==> src/rtl/pwm_voice_pkg.sv <==
// -----------------------------------------------------------------------------
// pwm_voice_pkg -- shared definitions for the PWM voice block.
//   Width constants for the phase accumulator, level and PWM counter, the
//   reset-time PWM period top, and the duty thresholds used when
//   PWM_VOICE_DUTY_EN is defined.
// No ports.
// -----------------------------------------------------------------------------
package pwm_voice_pkg;

    localparam int ACC_W = 32;  // phase accumulator / phase increment
    localparam int LVL_W = 9;   // envelope / output level
    localparam int CNT_W = 8;   // PWM counter / period top

    localparam logic [CNT_W-1:0] DEF_TOP = 8'hFF;

    // Threshold T on acc[31:29]: wave = (acc[31:29] < T).
    // Index = duty code: 0 -> 12.5%, 1 -> 25%, 2 -> 50%, 3 -> 75%.
    localparam logic [3:0][2:0] DUTY_T = {3'd6, 3'd4, 3'd2, 3'd1};

endpackage

==> src/rtl/pwm_voice_if.sv <==
// -----------------------------------------------------------------------------
// pwm_voice_if -- control/audio bundle between the note sequencer and the
// PWM voice.
//   i_top / i_top_valid : requested PWM counter top and its qualifier
//   i_phase_delta       : per-clock phase increment
//   i_envelope          : amplitude level
//   i_duty              : duty select (only with PWM_VOICE_DUTY_EN)
//   o_pwm               : registered PWM audio output
//   o_period_start      : strobe on the first cycle of each PWM period
//   o_level             : level in force for the current PWM period
// master = sequencer side, slave = pwm_voice side.
// -----------------------------------------------------------------------------
interface pwm_voice_if;
    import pwm_voice_pkg::*;

    logic [CNT_W-1:0] i_top;
    logic             i_top_valid;
    logic [ACC_W-1:0] i_phase_delta;
    logic [LVL_W-1:0] i_envelope;
`ifdef PWM_VOICE_DUTY_EN
    logic [1:0]       i_duty;
`endif
    logic             o_pwm;
    logic             o_period_start;
    logic [LVL_W-1:0] o_level;

    modport master (
        output i_top, i_top_valid, i_phase_delta, i_envelope,
`ifdef PWM_VOICE_DUTY_EN
        output i_duty,
`endif
        input  o_pwm, o_period_start, o_level
    );

    modport slave (
        input  i_top, i_top_valid, i_phase_delta, i_envelope,
`ifdef PWM_VOICE_DUTY_EN
        input  i_duty,
`endif
        output o_pwm, o_period_start, o_level
    );

endinterface

==> src/rtl/pwm_voice_phase_accumulator.sv <==
// -----------------------------------------------------------------------------
// phase_accumulator -- 32-bit free-running phase accumulator plus waveform
// decode for the PWM voice.
//   i_clk, i_rst : clock, synchronous active-high reset (acc -> 0)
//   i_en         : accumulate enable
//   i_delta      : phase increment added every enabled cycle (wraps mod 2^32)
//   i_duty       : duty code (only with PWM_VOICE_DUTY_EN)
//   o_wave       : square wave; acc[31] by default, threshold on acc[31:29]
//                  when PWM_VOICE_DUTY_EN is defined
// -----------------------------------------------------------------------------
module phase_accumulator
    import pwm_voice_pkg::*;
(
    input  logic             i_clk,
    input  logic             i_rst,
    input  logic             i_en,
    input  logic [ACC_W-1:0] i_delta,
`ifdef PWM_VOICE_DUTY_EN
    input  logic [1:0]       i_duty,
`endif
    output logic             o_wave
);

    logic [ACC_W-1:0] r_acc;

    always_ff @(posedge i_clk) begin
        if (i_rst)
            r_acc <= '0;
        else if (i_en)
            r_acc <= r_acc + i_delta;
    end

`ifdef PWM_VOICE_DUTY_EN
    assign o_wave = (r_acc[ACC_W-1 -: 3] < DUTY_T[i_duty]);
`else
    assign o_wave = r_acc[ACC_W-1];
`endif

endmodule

==> src/rtl/pwm_voice.sv <==
// -----------------------------------------------------------------------------
// pwm_voice -- one PWM audio voice: phase accumulator square wave, amplitude
// latched once per PWM period, registered PWM comparator.
//   Parameter DEFAULT_TOP : PWM counter top used after reset (period = top+1)
//   i_clk, i_rst          : clock, synchronous active-high reset
//   io_bus                : pwm_voice_if.slave (top request, phase delta,
//                           envelope, PWM/level/period-start outputs)
// Optional feature macro: PWM_VOICE_DUTY_EN adds io_bus.i_duty, a selectable
// 12.5/25/50/75% duty for the square wave.
// All per-period parameters (top, delta, envelope, duty) are only taken on the
// boundary cycle (cnt == top_act), so a period never changes length once
// started; a top request arriving mid-period waits in the pending register.
// -----------------------------------------------------------------------------
module pwm_voice
    import pwm_voice_pkg::*;
#(
    parameter logic [CNT_W-1:0] DEFAULT_TOP = DEF_TOP
) (
    input  logic       i_clk,
    input  logic       i_rst,
    pwm_voice_if.slave io_bus
);

    logic [CNT_W-1:0] r_cnt;
    logic [CNT_W-1:0] r_top_act;
    logic [CNT_W-1:0] r_top_pend;
    logic [ACC_W-1:0] r_delta_act;
    logic [LVL_W-1:0] r_env_act;
    logic             r_wave_lat;   // wave sampled at the boundary
    logic             r_pwm;
    logic             r_ps;
`ifdef PWM_VOICE_DUTY_EN
    logic [1:0]       r_duty_act;
`endif

    logic             w_bnd;
    logic             w_wave;
    logic [LVL_W-1:0] w_level;

    assign w_bnd   = (r_cnt == r_top_act);
    // Level for the current period: envelope gated by the wave state, both
    // captured together on the boundary and held until the next one.
    assign w_level = r_wave_lat ? r_env_act : '0;

    phase_accumulator u_phase (
        .i_clk   (i_clk),
        .i_rst   (i_rst),
        .i_en    (1'b1),
        .i_delta (r_delta_act),
`ifdef PWM_VOICE_DUTY_EN
        .i_duty  (r_duty_act),
`endif
        .o_wave  (w_wave)
    );

    always_ff @(posedge i_clk) begin
        if (i_rst) begin
            r_cnt       <= '0;
            r_top_act   <= DEFAULT_TOP;
            r_top_pend  <= DEFAULT_TOP;
            r_delta_act <= '0;
            r_env_act   <= '0;
            r_wave_lat  <= 1'b0;
            r_pwm       <= 1'b0;
            r_ps        <= 1'b0;
`ifdef PWM_VOICE_DUTY_EN
            r_duty_act  <= 2'd2;
`endif
        end else begin
            if (io_bus.i_top_valid)
                r_top_pend <= io_bus.i_top;

            // Compare against the level of the period cnt belongs to.
            r_pwm <= ({1'b0, r_cnt} < w_level);
            r_ps  <= w_bnd;

            if (w_bnd) begin
                r_cnt       <= '0;
                // A request on the boundary itself bypasses the pending reg.
                r_top_act   <= io_bus.i_top_valid ? io_bus.i_top : r_top_pend;
                r_delta_act <= io_bus.i_phase_delta;
                r_env_act   <= io_bus.i_envelope;
                r_wave_lat  <= w_wave;
`ifdef PWM_VOICE_DUTY_EN
                r_duty_act  <= io_bus.i_duty;
`endif
            end else begin
                r_cnt <= r_cnt + CNT_W'(1);
            end
        end
    end

    assign io_bus.o_pwm          = r_pwm;
    assign io_bus.o_period_start = r_ps;
    assign io_bus.o_level        = w_level;

endmodule

==> src/flat_wrapper.sv <==
// flat-port wrapper written by rule: the top's interface ports become plain ports
module pwm_voice_flat import pwm_voice_pkg::*;
#(
    parameter logic [CNT_W-1:0] DEFAULT_TOP = DEF_TOP
)
  (i_clk, i_rst, io_bus_i_top, io_bus_i_top_valid, io_bus_i_phase_delta, io_bus_i_envelope, io_bus_o_pwm, io_bus_o_period_start, io_bus_o_level);
  pwm_voice_if io_bus_i ();
  input  logic i_clk;
  input  logic i_rst;
  input wire logic [$bits(io_bus_i.i_top)-1:0] io_bus_i_top;
  input wire logic [$bits(io_bus_i.i_top_valid)-1:0] io_bus_i_top_valid;
  input wire logic [$bits(io_bus_i.i_phase_delta)-1:0] io_bus_i_phase_delta;
  input wire logic [$bits(io_bus_i.i_envelope)-1:0] io_bus_i_envelope;
  output wire logic [$bits(io_bus_i.o_pwm)-1:0] io_bus_o_pwm;
  output wire logic [$bits(io_bus_i.o_period_start)-1:0] io_bus_o_period_start;
  output wire logic [$bits(io_bus_i.o_level)-1:0] io_bus_o_level;
  assign io_bus_i.i_top = io_bus_i_top;
  assign io_bus_i.i_top_valid = io_bus_i_top_valid;
  assign io_bus_i.i_phase_delta = io_bus_i_phase_delta;
  assign io_bus_i.i_envelope = io_bus_i_envelope;
  assign io_bus_o_pwm = io_bus_i.o_pwm;
  assign io_bus_o_period_start = io_bus_i.o_period_start;
  assign io_bus_o_level = io_bus_i.o_level;
  pwm_voice #(.DEFAULT_TOP(DEFAULT_TOP)) u_core (.i_clk(i_clk), .i_rst(i_rst), .io_bus(io_bus_i));
endmodule
==> config.mk <==
export PLATFORM = sky130hd
export DESIGN_NAME = pwm_voice_flat
export DESIGN_NICKNAME = d
export VERILOG_FILES = /design/src/rtl/pwm_voice_pkg.sv /design/src/rtl/pwm_voice_if.sv /design/src/rtl/pwm_voice_phase_accumulator.sv /design/src/rtl/pwm_voice.sv /design/src/flat_wrapper.sv
export SDC_FILE = /design/constraint.sdc
export NUM_CORES = 1
export LEC_CHECK = 0
export ABC_AREA = 1
export BUFFER_PORTS_ARGS = -buffer_cell sky130_fd_sc_hd__buf_4
export CORE_MARGIN = 2
export CORE_UTILIZATION = 40
export CTS_BUF_LIST = sky130_fd_sc_hd__clkbuf_8
export DETAILED_ROUTE_END_ITERATION = 8
export PLACE_DENSITY = 0.58
export SETUP_SLACK_MARGIN = 0.05
export SKIP_CTS_REPAIR_TIMING = 1
export SLEW_MARGIN = 20
export SYNTH_ARGS = -nofsm -noshare
export SYNTH_HDL_FRONTEND = slang
export SYNTH_SLANG_ARGS = --single-unit
==> constraint.sdc <==
create_clock -name i_clk -period 5.35 [get_ports i_clk]
set_input_delay 0.8025 -clock i_clk [delete_from_list [all_inputs] [get_ports i_clk]]
set_output_delay 0.8025 -clock i_clk [all_outputs]
set_load 0.005 [all_outputs]
---- Yosys cells after proc, flatten, opt, wreduce, memory -nomap -nowiden ----
Index checks and enable logic that the tools add are counted.
word-level totals
  register bits after elaboration ......... 100
  input port bits ......................... 52
  output and inout bits ................... 11
  logic and storage cells ................. 16
operators by class
  order comparisons ....................... 1
  add/sub/neg operators ................... 2
  multiplexer cells ....................... 2
  equal/unequal tests ..................... 1
  reduce and logical (&&, ||, !) cells .... 1
operators with widths
  cell                                                            count
  32-bit adder                                                    1
  8-bit by 9-bit less-than comparator with 1-bit output           1
  9-bit 2-to-1 mux                                                1
  8-bit by 1-bit adder with 8-bit output (second input constant)  1
  8-bit == test                                                   1
  8-bit 2-to-1 mux                                                1
  2-bit OR reduction                                              1

---- Longest topological paths before layout ----
Gate-level depths: netlist of the first run.
  depth in word-level cells ............... 2
  gate-level depth with buffers ........... 13
  mapped depth without buffers ............ 12

---- Hierarchy ----
From an unflattened synthesis of the first run, not the netlist that was laid out.
second synthesis, totals
  cell total of the unflattened synthesis .. 1080
  area total of the unflattened synthesis .. 6804.0 um2
by module, submodules not included
  module             instances  seq. area each (um2)  area an instance (um2)  cells an instance
  phase_accumulator  1          640.6                 3594.7                  677
  pwm_voice          1          1361.3                3209.3                  403

---- Worst setup path after synthesis of the first run ----
No wires, ideal clock.
  kind .................................... register to register
  from .................................... register u_core.u_phase.r_acc[0]
  to ...................................... register u_core.u_phase.r_acc[28]
  setup time .............................. 115 ps
  data required time ...................... 5235 ps
  stages on the path, launching flop included .. 11
  path slack .............................. 3637 ps
  arrival time ............................ 1598 ps
  cells stage by stage .................... dfxtp_1 ha_1 fa_1 nand3_1 nand3_1 nand3_1 nand3_1 nand2_1 nand3_1 nand2_1 nor2_1
on the way
  word-level cells in the longest chain between the ends .. 1
RTL lines
  what                      line                               RTL
  start: declaration        pwm_voice_phase_accumulator.sv:24  logic [ACC_W-1:0] r_acc;
  start signal: assignment  pwm_voice_phase_accumulator.sv:30  r_acc <= r_acc + i_delta;
  32-bit adder              pwm_voice_phase_accumulator.sv:30
Every way passes these cells.
A chain may end at the register's enable or synchronous reset.

---- Final worst setup path of the first run ----
  from .................................... register u_core.r_delta_act[0]
  to ...................................... register u_core.u_phase.r_acc[24]
on the way
  word-level cells in the longest chain between the ends .. 1
RTL lines
  what                      line                               RTL
  start: declaration        pwm_voice.sv:27                    logic [ACC_W-1:0] r_delta_act;
  start signal: assignment  pwm_voice.sv:81                    r_delta_act <= io_bus.i_phase_delta;
  32-bit adder              pwm_voice_phase_accumulator.sv:30
Every way passes these cells.

==> results of run 1 <==
synthesized netlist by cell type:
master     number
o21bai_1        3
o211ai_1        1
nand2_1       390
inv_1         131
a21oi_1        47
buf_6           3
xor2_1          2
nand3_1        33
o2111ai_1       1
nor2_2          1
buf_1           1
xnor2_1         6
a21o_1          1
dfxtp_1       100
mux2i_1         8
ha_1           39
clkbuf_1        4
fa_1            1
or2_2           1
nor3_1          8
or2_0           1
a22oi_1         5
o21ai_0        14
nor2_1         81
and2_1          3
nand2_2         1
buf_2          10
nand4_1         8
inv_2           2
or2_1           1
per-layer routing:
metal	share of wire (%)	routed length, µm
met5	0	0
met1	48	6300
met3	4.4	585
met4	1.7	221
met2	46	6040
worst max-delay path, cell delays in order, from the launching register on:
cell and delay (ns):
dfxtp_1 0.33, ha_1 0.23, fa_1 0.48, nand3_1 0.12, nand3_1 0.19, nand2_1 0.12, nand3_1 0.16, nand2_1 0.15
nand3_1 0.08, nand2_1 0.06, inv_1 0.04, nor2_1 0.14
registers in the layout, summed over array words and instances, names as in the netlist:
name / flops
u_core.r_cnt: 8
u_core.r_wave_lat: 1
u_core.io_bus.o_period_start: 1
u_core.r_delta_act: 32
u_core.io_bus.o_pwm: 1
u_core.r_top_act: 8
u_core.r_env_act: 9
u_core.u_phase.r_acc: 32
u_core.r_top_pend: 8
layout by cell type, fill, tap and decap left out, drive strengths merged, types with 2 or more instances in the layout:
cell type,instances
xnor2,6
dfxtp,100
mux2i,8
nand2,391
nand4,8
xor2,2
inv,137
a21oi,47
clkbuf,10
nor2,82
nor3,8
ha,39
or2,3
and2,3
buf,64
o21ai,14
nand3,33
a22oi,5
o21bai,3
cell type report:
| class | instances | area share, % |
|---|---|---|
| tap | 180 | 3.44 |
| clock inverter | 6 | 1.17 |
| inverter | 133 | 7.63 |
| clock buffer | 10 | 2.10 |
| timing repair buffer | 64 | 7.34 |
| sequential | 100 | 30.6 |
| multi-input combinational | 656 | 47.7 |
logic make-up (layout without fill, tap and decap cells):
logic type | after synthesis | after routing | synth area share (%)
AO/OA/AOI/OAI | 72 | 72 | 6.80
flip-flops | 100 | 100 | 35.0
AND/OR/NAND/NOR | 528 | 528 | 36.2
buffers and inverters | 151 | 213 | 10.5
adder cells (fa/ha/maj) | 40 | 40 | 8.87
multiplexers | 8 | 8 | 1.40
XOR/XNOR | 8 | 8 | 1.22
how the worst max path moves through the flow:
stage	endpoint	slack, ns	cells after the start
final	u_core.u_phase.r_acc[24]$_SDFF_PP0_	3.16	11
after global routing	u_core.r_top_act[2]$_SDFFE_PP1P_	2.89	7
after CTS	u_core.r_top_act[3]$_SDFFE_PP1P_	3.16	7
after detailed placement	u_core.r_top_act[7]$_SDFFE_PP1P_	2.99	5
after global placement	u_core.r_top_act[3]$_SDFFE_PP1P_	3.07	5
after floorplan	u_core.u_phase.r_acc[28]$_SDFF_PP0_	3.64	10
metrics by stage:
| step | std cells | setup slack (ns) |
|---|---|---|
| 2_1_floorplan | 907 | 3.64 |
| 3_3_place_gp | 1133 | 3.07 |
| 3_5_place_dp | 1133 | 2.99 |
| 4_1_cts | 1149 | 3.16 |
| 5_1_grt | 1149 | 2.89 |
| 6_report | 1149 | 3.16 |
power by group through the flow:
stage | sequential, mW | clock, mW | combinational [mW]
after floorplan | 0.770 | 0 | 0.0292
final | 0.754 | 0.527 | 0.0630
after detailed placement | 0.771 | 0 | 0.0641
after global routing | 0.755 | 0.578 | 0.0715
after global placement | 0.771 | 0 | 0.0641
after CTS | 0.754 | 0.554 | 0.0642
==> out/metrics.yaml, run 1 <==
grt_max_degree: 49
setup_violations: 0
intPower_mw: 1.02
yosys_warnings: 0
synth_fp_nets: 999
syn_area_um2: 5720
rsz0062_at_grt: "false"
cp.arrival_ns: 2.51
synth_top_area_share_pct: 35.0
drt_iter0_drc: 267
reg2reg_slack_ns: 3.16
cp-startpoint: "u_core.r_delta_act[0]$_SDFFE_PP0P_"
hold_path_end: "u_core.r_env_act[3]$_SDFFE_PP0P_"
die_x_um: 124
grt_pass1_wl_um: 22400
whs_ns: 0.451
syn_to_final_growth_pct: 14.4
cp_max_fo: 5
critPathRequiredTime_ns: 5.67
clk_latency_ns: 0.40
multi_input_area_um2: 3130
timing.setup.critical_path_class: "flop to flop"
gr-usage-met3_pct: 4.49
r2r_cells: 11
seqCellArea_um2: 2000
grt_util_met2_pct: 31.2
vias: 5175
wl_um: 13100
fin_area_um2: 6550
syn_area_per_cell_um2: 6.31
netlist_instances: 907
portBuffers: 62
drc: 0
report.power.total_mw: 1.34
max_slew_margin_pct: 41.7
start_util_pct: 41.1
finalClockSkew_ns: 0.0140
drt_first_pass_iters: 4
wl_per_cell_um: 11.4
die-area_um2: 15300
hold_path_depth: 2
hp-class: "flop to flop"
slew_violations: 0
p_sw_share_pct: 24.0
core-area_um2: 13900
yosysSeqAreaShare_pct: 35.0
dpl-instance-area_um2: 6330
row_count: 43
ios: 63
worst_pin_slew_ns: 0.875
regToRegEndpoint: "u_core.u_phase.r_acc[24]$_SDFF_PP0_"
cp-end-kind: "flop"
use_met1_pct: 24.3
fillers: 1530
timing.max_cap.violations: 0
netSwitchingPower_mw: 0.322
final_nets: 1056
clkPwrFrac_pct: 39.2
rr_startpoint: "u_core.r_delta_act[0]$_SDFFE_PP0P_"
finalCriticalPeriod_ns: 2.19
power_density_nw_per_um2: 205
antenna_found_initial: 0
synth_top_cell_by_area: "dfxtp_1"
fin_crit_sh_pct: 40.9
cts-root-buf: "clkbuf_8"
ys_ff_latch: 100
htreeDepth: 3
p_comb_share_pct: 4.7
n_antenna_cell: 0
drive_above_1_share_pct: 8.77
grt_util_all_layers_pct: 18.8
status: "completed"
worstSetupStartpointType: "flop"
clock_sinks: 100
globalRouteOverflowTotal: 0
peakVddDrop_v: 0.000153
postLayoutCoreUtil_pct: 47.0
final-hold-violation-count: 0
ys_types: 30
cts.clk_slew.worst_paths_ns: 0.10
total_leakage_power_nw: 3.72
busiest_layer: "met2"
hpwl_um: 10100
grt_pass1_vias: 4860
hold_start: "u_core.r_env_act[3]$_SDFFE_PP0P_"
ant_nets: 0
clock.fmax_ghz: 0.457
tns_ns: 0
cts_tree: "yes"
vias_per_cell: 4.50
die_y_um: 124
p_seq_share_pct: 56.1
yosys-top-cells-area: "dfxtp_1, nand2_1, inv_1"
numCtsBuffers: 9
gp_congestion: 0.885
clk_path_buf_depth: 2
Note: power is estimated with default switching activity, not from simulation.
==> run 2, diff against run 1 <==
--- a/config.mk
+++ b/config.mk
@@ -5,13 +5,13 @@
 export SDC_FILE = /design/constraint.sdc
 export NUM_CORES = 1
 export LEC_CHECK = 0
-export ABC_AREA = 1
+export ABC_AREA = 0
 export BUFFER_PORTS_ARGS = -buffer_cell sky130_fd_sc_hd__buf_4
 export CORE_MARGIN = 2
 export CORE_UTILIZATION = 40
 export CTS_BUF_LIST = sky130_fd_sc_hd__clkbuf_8
 export DETAILED_ROUTE_END_ITERATION = 8
-export PLACE_DENSITY = 0.58
+export PLACE_DENSITY = 0.61
 export SETUP_SLACK_MARGIN = 0.05
 export SKIP_CTS_REPAIR_TIMING = 1
 export SLEW_MARGIN = 20
==> constraint.sdc (replaced) <==
create_clock -name i_clk -period 2 [get_ports i_clk]
set_input_delay 0.3 -clock i_clk [delete_from_list [all_inputs] [get_ports i_clk]]
set_output_delay 0.3 -clock i_clk [all_outputs]
set_load 0.005 [all_outputs]
==> run 2 against run 1 <==
The flow now finishes with violations (negative setup slack). Global-route usage decreased by 1.2 points. First-iteration DRC count decreased by 25%. Maximum frequency decreased by 11%. Cell count decreased by 21%. Combinational power increased to 3.0 times the previous value. Via count decreased by 13%. Sequential cell count unchanged.
==> out/metrics.yaml, run 2 <==
row_count: 42  # -2.3%
vias_per_cell: 4.94  # +9.7%
hp-class: "primary input to flop"
grt_pass1_vias: 4409  # -9.3%
tns_ns: -4.74  # -4.74 ns
die-area_um2: 14200  # -6.8%
pre_cts_ws_ns: -0.555  # -3.55 ns
clock.fmax_ghz: 0.406  # -11%
setup_violations: 24  # +24
antenna_found_initial: 0  # unchanged
final_nets: 820  # -22%
yosysMostFrequentCell: "dfxtp_1"
top_layer_used: "met4"
p_seq_share_pct: 56.8  # +0.7 points
yosys.area_share.xor_xnor_pct: 5.59  # +4.4 points
wl_met3_um: 324  # -45%
yosys-top-cells-area: "dfxtp_1, mux2i_1, ha_1"
synth_mux_area_share_pct: 11.4  # +10 points
drt_first_pass_iters: 4  # unchanged
synth_fa_ha_area_share_pct: 9.54  # +0.67 points
gp_congestion: 0.857  # -3.2%
timing.setup.critical_path_class: "flop to flop"
intPower_mw: 2.72  # +170%
final-hold-violation-count: 0  # unchanged
htreeDepth: 3  # unchanged
netlist_instances: 584  # -36%
synth-compound-area-share_pct: 15.4  # +8.6 points
failed_checks: "negative setup slack"
clock_sinks: 100  # unchanged
core-area_um2: 13100  # -5.7%
numCtsBuffers: 9  # unchanged
cts_tree: "yes"
finalClockSkew_ns: 0.0176  # +0.00359 ns
cp.arrival_ns: 2.75  # +0.24 ns
async_flop_share_pct: 0  # unchanged
clkPwrFrac_pct: 37.8  # -1.4 points
yosysSeqAreaShare_pct: 37.6  # +2.6 points
grt_pass1_wl_um: 20200  # -9.6%
yosys_warnings: 0  # unchanged
wl_um: 12300  # -6.5%
hpwl_um: 9050  # -10%
synth_ff_type: "dfxtp_1"
ys_ff_latch: 100  # unchanged
synth_top_family_by_area: "simple AND/OR/NAND/NOR gates"
syn_area_um2: 5320  # -7.0%
syn_area_per_cell_um2: 9.11  # +44%
start_util_pct: 40.5  # -0.56 points
n_antenna_cell: 0  # unchanged
fin_crit_sh_pct: 123  # +82 points
layout_commonest_cell: "buf_4"
drt_iter0_drc: 200  # -25%
vias: 4491  # -13%
die_x_um: 119  # -3.5%
ys_types: 62  # +110%
drive_above_1_share_pct: 35.5  # +27 points
drc: 0  # unchanged
synth-edff-count: 0  # unchanged
synth_top_cell_by_area: "dfxtp_1"
synth_commonest_cells: "dfxtp_1, nor2_1, mux2i_1, ha_1, nand2_1"
wl_per_cell_um: 13.5  # +18%
p_sw_share_pct: 23.2  # -0.80 points
syn_to_final_growth_pct: 37.7
max_slew_margin_pct: 62.3  # +21 points
total_leakage_power_nw: 3.23  # -13%
dpl-instance-area_um2: 6800  # +7.3%
power_density_nw_per_um2: 483  # +140%
cp-end-kind: "flop"
peakVddDrop_v: 0.000422  # +180%
ant_nets: 0  # unchanged
netSwitchingPower_mw: 0.821  # +150%
finalCriticalPeriod_ns: 2.46  # +0.274 ns
largestRegisters: "u_core.r_delta_act: 32 flops, u_core.u_phase.r_acc: 32 flops, u_core.r_env_act: 9 flops"
rsz0062_at_grt: "true"
critPathRequiredTime_ns: 2.29  # -3.38 ns
slew_violations: 0  # unchanged
wl_met2_um: 5780  # -4.3%
worst_pin_slew_ns: 0.565  # -0.310 ns
cp_max_fo: 3  # -2
fin_area_um2: 7330  # +12%
die_y_um: 119  # -3.5%
ios: 63  # unchanged
cts.clk_slew.worst_paths_ns: 0.10  # about the same
globalRouteOverflowTotal: 0  # unchanged
synth_top_area_share_pct: 37.6  # +2.6 points
worstSetupStartpointType: "flop"
synth_fp_nets: 676  # -32%
timing.max_cap.violations: 0  # unchanged
grt_util_all_layers_pct: 17.6  # -1.2 points
status: "complete, but fails checks"
grt_max_degree: 58  # +18%
final_cell_mix: "buf_4, nor2_1, dfxtp_1"
cts-root-buf: "clkbuf_8"
clk_latency_ns: 0.39  # about the same
clk_path_buf_depth: 2  # unchanged
synthSimpleGateAreaFrac_pct: 17.2  # -19 points
wl_met1_um: 6000  # -4.8%
p_comb_share_pct: 5.4  # +0.7 points
setup_slack_ns: -0.460  # -3.62 ns
portBuffers: 62  # unchanged
[run 2: cell types whose count changed after synthesis, sizes merged, moves of 21 or more]
cell   change
mux2i     +42
inv      -118
nand2    -358
nand3     -21
[run 2: worst paths after layout]
check	start	depth (start not counted)	slack (ns)	end
worst min register to register	u_core.r_top_pend[5]$_SDFF_PP1_	2	0.48	u_core.r_top_pend[5]$_SDFF_PP1_
worst max-delay path	u_core.r_delta_act[0]$_SDFFE_PP0P_	9	-0.46	u_core.u_phase.r_acc[26]$_SDFF_PP0_
worst max register to register	u_core.r_delta_act[0]$_SDFFE_PP0P_	9	-0.46	u_core.u_phase.r_acc[26]$_SDFF_PP0_
worst min-delay path	io_bus_i_envelope[2]	3	0.14	u_core.r_env_act[2]$_SDFFE_PP0P_
[run 2: through the flow]
stage | hold WS [ns] | instances | power (mW) | utilization, %
after floorplan | 0.442 | 584 | 2.14 | -
after global placement | 0.459 | 887 | 2.25 | 51.7
after detailed placement | 0.463 | 887 | 2.25 | 51.7
after CTS | 0.118 | 903 | 3.59 | 53.2
after global routing | 0.134 | 909 | 3.69 | 55.8
final | 0.142 | 909 | 3.54 | 55.8
[run 2: area by class of cell]
class,count,area (µm²)
Clock buffer,10,138
Fill cell,1200,5810
Timing Repair Buffer,162,1270
Inverter,15,56.3
Multi-Input combinational cell,440,3560
Tap cell,176,220
Clock inverter,6,62.6
Sequential cell,100,2020
[run 2: kinds of logic after synthesis]
kind of cell | Yosys count
compound gates | 113
mux | 59
fa+ha+maj | 40
xor+xnor | 34
flops | 100
buf+inv | 44
simple gates | 194
[run 2: power by group through the flow]
stage	combinational [mW]	clock, mW	sequential [mW]
floorplan	0.0812	0	2.06
global placement	0.189	0	2.06
detailed placement	0.193	0	2.06
CTS	0.194	1.39	2.01
global route	0.212	1.47	2.01
finish	0.192	1.34	2.01
[run 2: critical path: stages, from the launching register on]
cell	delay, ns
dfxtp_2	0.34
ha_4	0.16
fa_2	0.33
a21o_1	0.23
a31oi_4	0.23
o31a_1	0.19
and4_4	0.25
o31ai_4	0.07
o31ai_2	0.24
mux2_4	0.32
[run 2: layer usage]
metal / vias to the layer above / GRT usage [%]
met2: 53 / 29.1
li1: 2328 / -
met1: 2099 / 22.5
met4: 0 / 5.29
met3: 11 / 4.45
met5: - / 0
==> run 3, diff against run 2 <==
--- a/config.mk
+++ b/config.mk
@@ -6,7 +6,7 @@
 export NUM_CORES = 1
 export LEC_CHECK = 0
 export ABC_AREA = 0
-export BUFFER_PORTS_ARGS = -buffer_cell sky130_fd_sc_hd__buf_4
+export BUFFER_PORTS_ARGS = -buffer_cell sky130_fd_sc_hd__buf_2
 export CORE_MARGIN = 2
 export CORE_UTILIZATION = 40
 export CTS_BUF_LIST = sky130_fd_sc_hd__clkbuf_8
==> run 3 against run 2 <==
The run still ends with negative setup slack left. Global-route usage is 0.52 points higher. Clock-buffer cell count unchanged. Sequential cell count unchanged. First-iteration DRC count up 1.5%.
==> out/metrics.yaml, run 3 (synthesis gave the netlist of run 2 again) <==
status: "complete, but fails checks"
failed_checks: "negative setup slack"
max_slew_margin_pct: 72.9  # +11 points
clk_latency_ns: 0.39  # about the same
slew_violations: 0  # unchanged
cts-root-buf: "clkbuf_8"
hpwl_um: 9390  # +3.8%
start_util_pct: 40.5  # unchanged
die-area_um2: 14200  # unchanged
r2r_cells: 9  # unchanged
cts_tree: "yes"
drt_first_pass_iters: 4  # unchanged
timing.setup.critical_path_class: "flop to flop"
setup_slack_ns: -0.483  # -0.0227 ns
fillers: 1207  # +0.58%
grt_pass1_wl_um: 21100  # +4.3%
cp.arrival_ns: 2.77  # +0.02 ns
rr_startpoint: "u_core.r_delta_act[0]$_SDFFE_PP0P_"
syn_to_final_growth_pct: 34.3
ant_nets: 0  # unchanged
critPathRequiredTime_ns: 2.28  # about the same
clock_sinks: 100  # unchanged
row_count: 42  # unchanged
regToRegEndpoint: "u_core.u_phase.r_acc[26]$_SDFF_PP0_"
gp_congestion: 0.881  # +2.8%
wl_per_cell_um: 13.7  # +1.6%
cts.clk_slew.worst_paths_ns: 0.10  # about the same
portBuffers: 62  # unchanged
worst_pin_slew_ns: 0.407  # -0.158 ns
worstSetupStartpointType: "flop"
setup_violations: 22  # -8.3%
die_x_um: 119  # unchanged
layout_commonest_cell: "dfxtp_1"
vias: 4534  # +0.96%
rsz0062_at_grt: "true"
ios: 63  # unchanged
antenna_found_initial: 0  # unchanged
n_antenna_cell: 0  # unchanged
htreeDepth: 3  # unchanged
placed_cells: 882  # -0.56%
drc: 0  # unchanged
cp_max_fo: 3  # unchanged
reg2reg_slack_ns: -0.48  # -0.02 ns
core-area_um2: 13100  # unchanged
final-hold-violation-count: 0  # unchanged
largestRegisters: "u_core.r_delta_act: 32 flops, u_core.u_phase.r_acc: 32 flops, u_core.r_env_act: 9 flops"
hold_path_end: "u_core.r_delta_act[9]$_SDFFE_PP0P_"
hp-class: "primary input to flop"
clock.fmax_ghz: 0.403  # -0.91%
grt_pass1_vias: 4677  # +6.1%
report.power.total_mw: 3.39  # -4.2%
power_density_nw_per_um2: 475  # -1.8%
globalRouteOverflowTotal: 0  # unchanged
fin_crit_sh_pct: 124  # +1.1 points
wl_um: 12400  # +1.2%
peakVddDrop_v: 0.000244  # -42%
finalCriticalPeriod_ns: 2.48  # +0.0227 ns
final_cells: 905  # -0.44%
final_cell_mix: "dfxtp_1, nor2_1, buf_4"
timing.max_cap.violations: 0  # unchanged
finalClockSkew_ns: 0.0142  # -0.00334 ns
numCtsBuffers: 9  # unchanged
final_nets: 816  # -0.49%
cp-end-kind: "flop"
total_leakage_power_nw: 3.16  # -2.1%
clk_path_buf_depth: 2  # unchanged
hold_start: "io_bus_i_phase_delta[9]"
grt_max_degree: 31  # -47%
drt_iter0_drc: 203  # +1.5%
grt_util_all_layers_pct: 18.1  # +0.52 points
die_y_um: 119  # unchanged
vias_per_cell: 5.01  # +1.4%
hold_path_depth: 3  # unchanged
drive_above_1_share_pct: 34.6  # -0.90 points
==> run 3: cell types whose count changed in the layout (fill, tap and decap cells not counted), moves of 2 or more <==
cell     previous run  this run
o21ai_1             4         7
dfxtp_2            12         9
buf_4             153        86
buf_2               0        62
dfxtp_1            86        89
o21ai_0            17        15
==> run 3: per-layer routing <==
layer,vias to the layer above,GRT usage [%],part of all wire [%]
met3,16,2.59,2.6
met5,-,0,0
met1,2152,22.9,47
li1,2313,-,-
met2,53,30.9,49
met4,0,7.50,1.9
==> run 3: how the worst max path moves through the flow <==
stage | slack (ns) | from | cells after the start | end
finish | -0.48 | u_core.r_delta_act[0]$_SDFFE_PP0P_ | 9 | u_core.u_phase.r_acc[26]$_SDFF_PP0_
global route | -0.61 | u_core.r_delta_act[0]$_SDFFE_PP0P_ | 9 | u_core.u_phase.r_acc[26]$_SDFF_PP0_
CTS | -0.54 | u_core.r_delta_act[0]$_SDFFE_PP0P_ | 9 | u_core.u_phase.r_acc[26]$_SDFF_PP0_
detailed placement | -0.52 | u_core.r_delta_act[0]$_SDFFE_PP0P_ | 9 | u_core.u_phase.r_acc[28]$_SDFF_PP0_
global placement | -0.47 | u_core.r_delta_act[0]$_SDFFE_PP0P_ | 9 | u_core.u_phase.r_acc[28]$_SDFF_PP0_
floorplan | -0.38 | u_core.r_delta_act[0]$_SDFFE_PP0P_ | 9 | u_core.u_phase.r_acc[26]$_SDFF_PP0_
==> run 3: area by class of cell <==
class | instances | area, µm² | share of cell area, %
inverter | 15 | 56.3 | 0.788
clock buffer | 10 | 138 | 1.93
tap | 176 | 220 | 3.08
clock inverter | 6 | 40.0 | 0.560
timing repair buffer | 158 | 1090 | 15.3
sequential | 100 | 2020 | 28.3
multi-input combinational | 440 | 3580 | 50.1
==> run 3: metrics by stage <==
step / TNS [ns] / hold WS, ns / instance area (µm²) / setup slack (ns) / util, %
6_report: -5.26 / 0.141 / 7150 / -0.483 / 54.4
3_5_place_dp: -4.86 / 0.467 / 6620 / -0.525 / 50.4
4_1_cts: -5.40 / 0.126 / 6790 / -0.540 / 51.7
2_1_floorplan: -1.55 / 0.442 / 5510 / -0.377 / -
3_3_place_gp: -3.93 / 0.459 / 6620 / -0.472 / 50.4
5_1_grt: -7.75 / 0.139 / 7150 / -0.606 / 54.4
==> run 3: power breakdown <==
group          switching, mW  leakage [nW]  total, mW  internal [mW]
Combinational         0.0856          2.25      0.172         0.0860
Clock                  0.726        0.0915       1.21          0.484
Sequential           0.00761         0.814       2.01           2.00
Total                  0.820          3.16       3.39           2.57
==> run 3: critical path, stage by stage (launching register included) <==
cell and delay (ns):
dfxtp_2 0.34, ha_4 0.16, fa_2 0.34, a21o_1 0.24
a31oi_4 0.22, o31a_1 0.18, and4_4 0.25, o31ai_4 0.07
o31ai_2 0.26, mux2_4 0.33
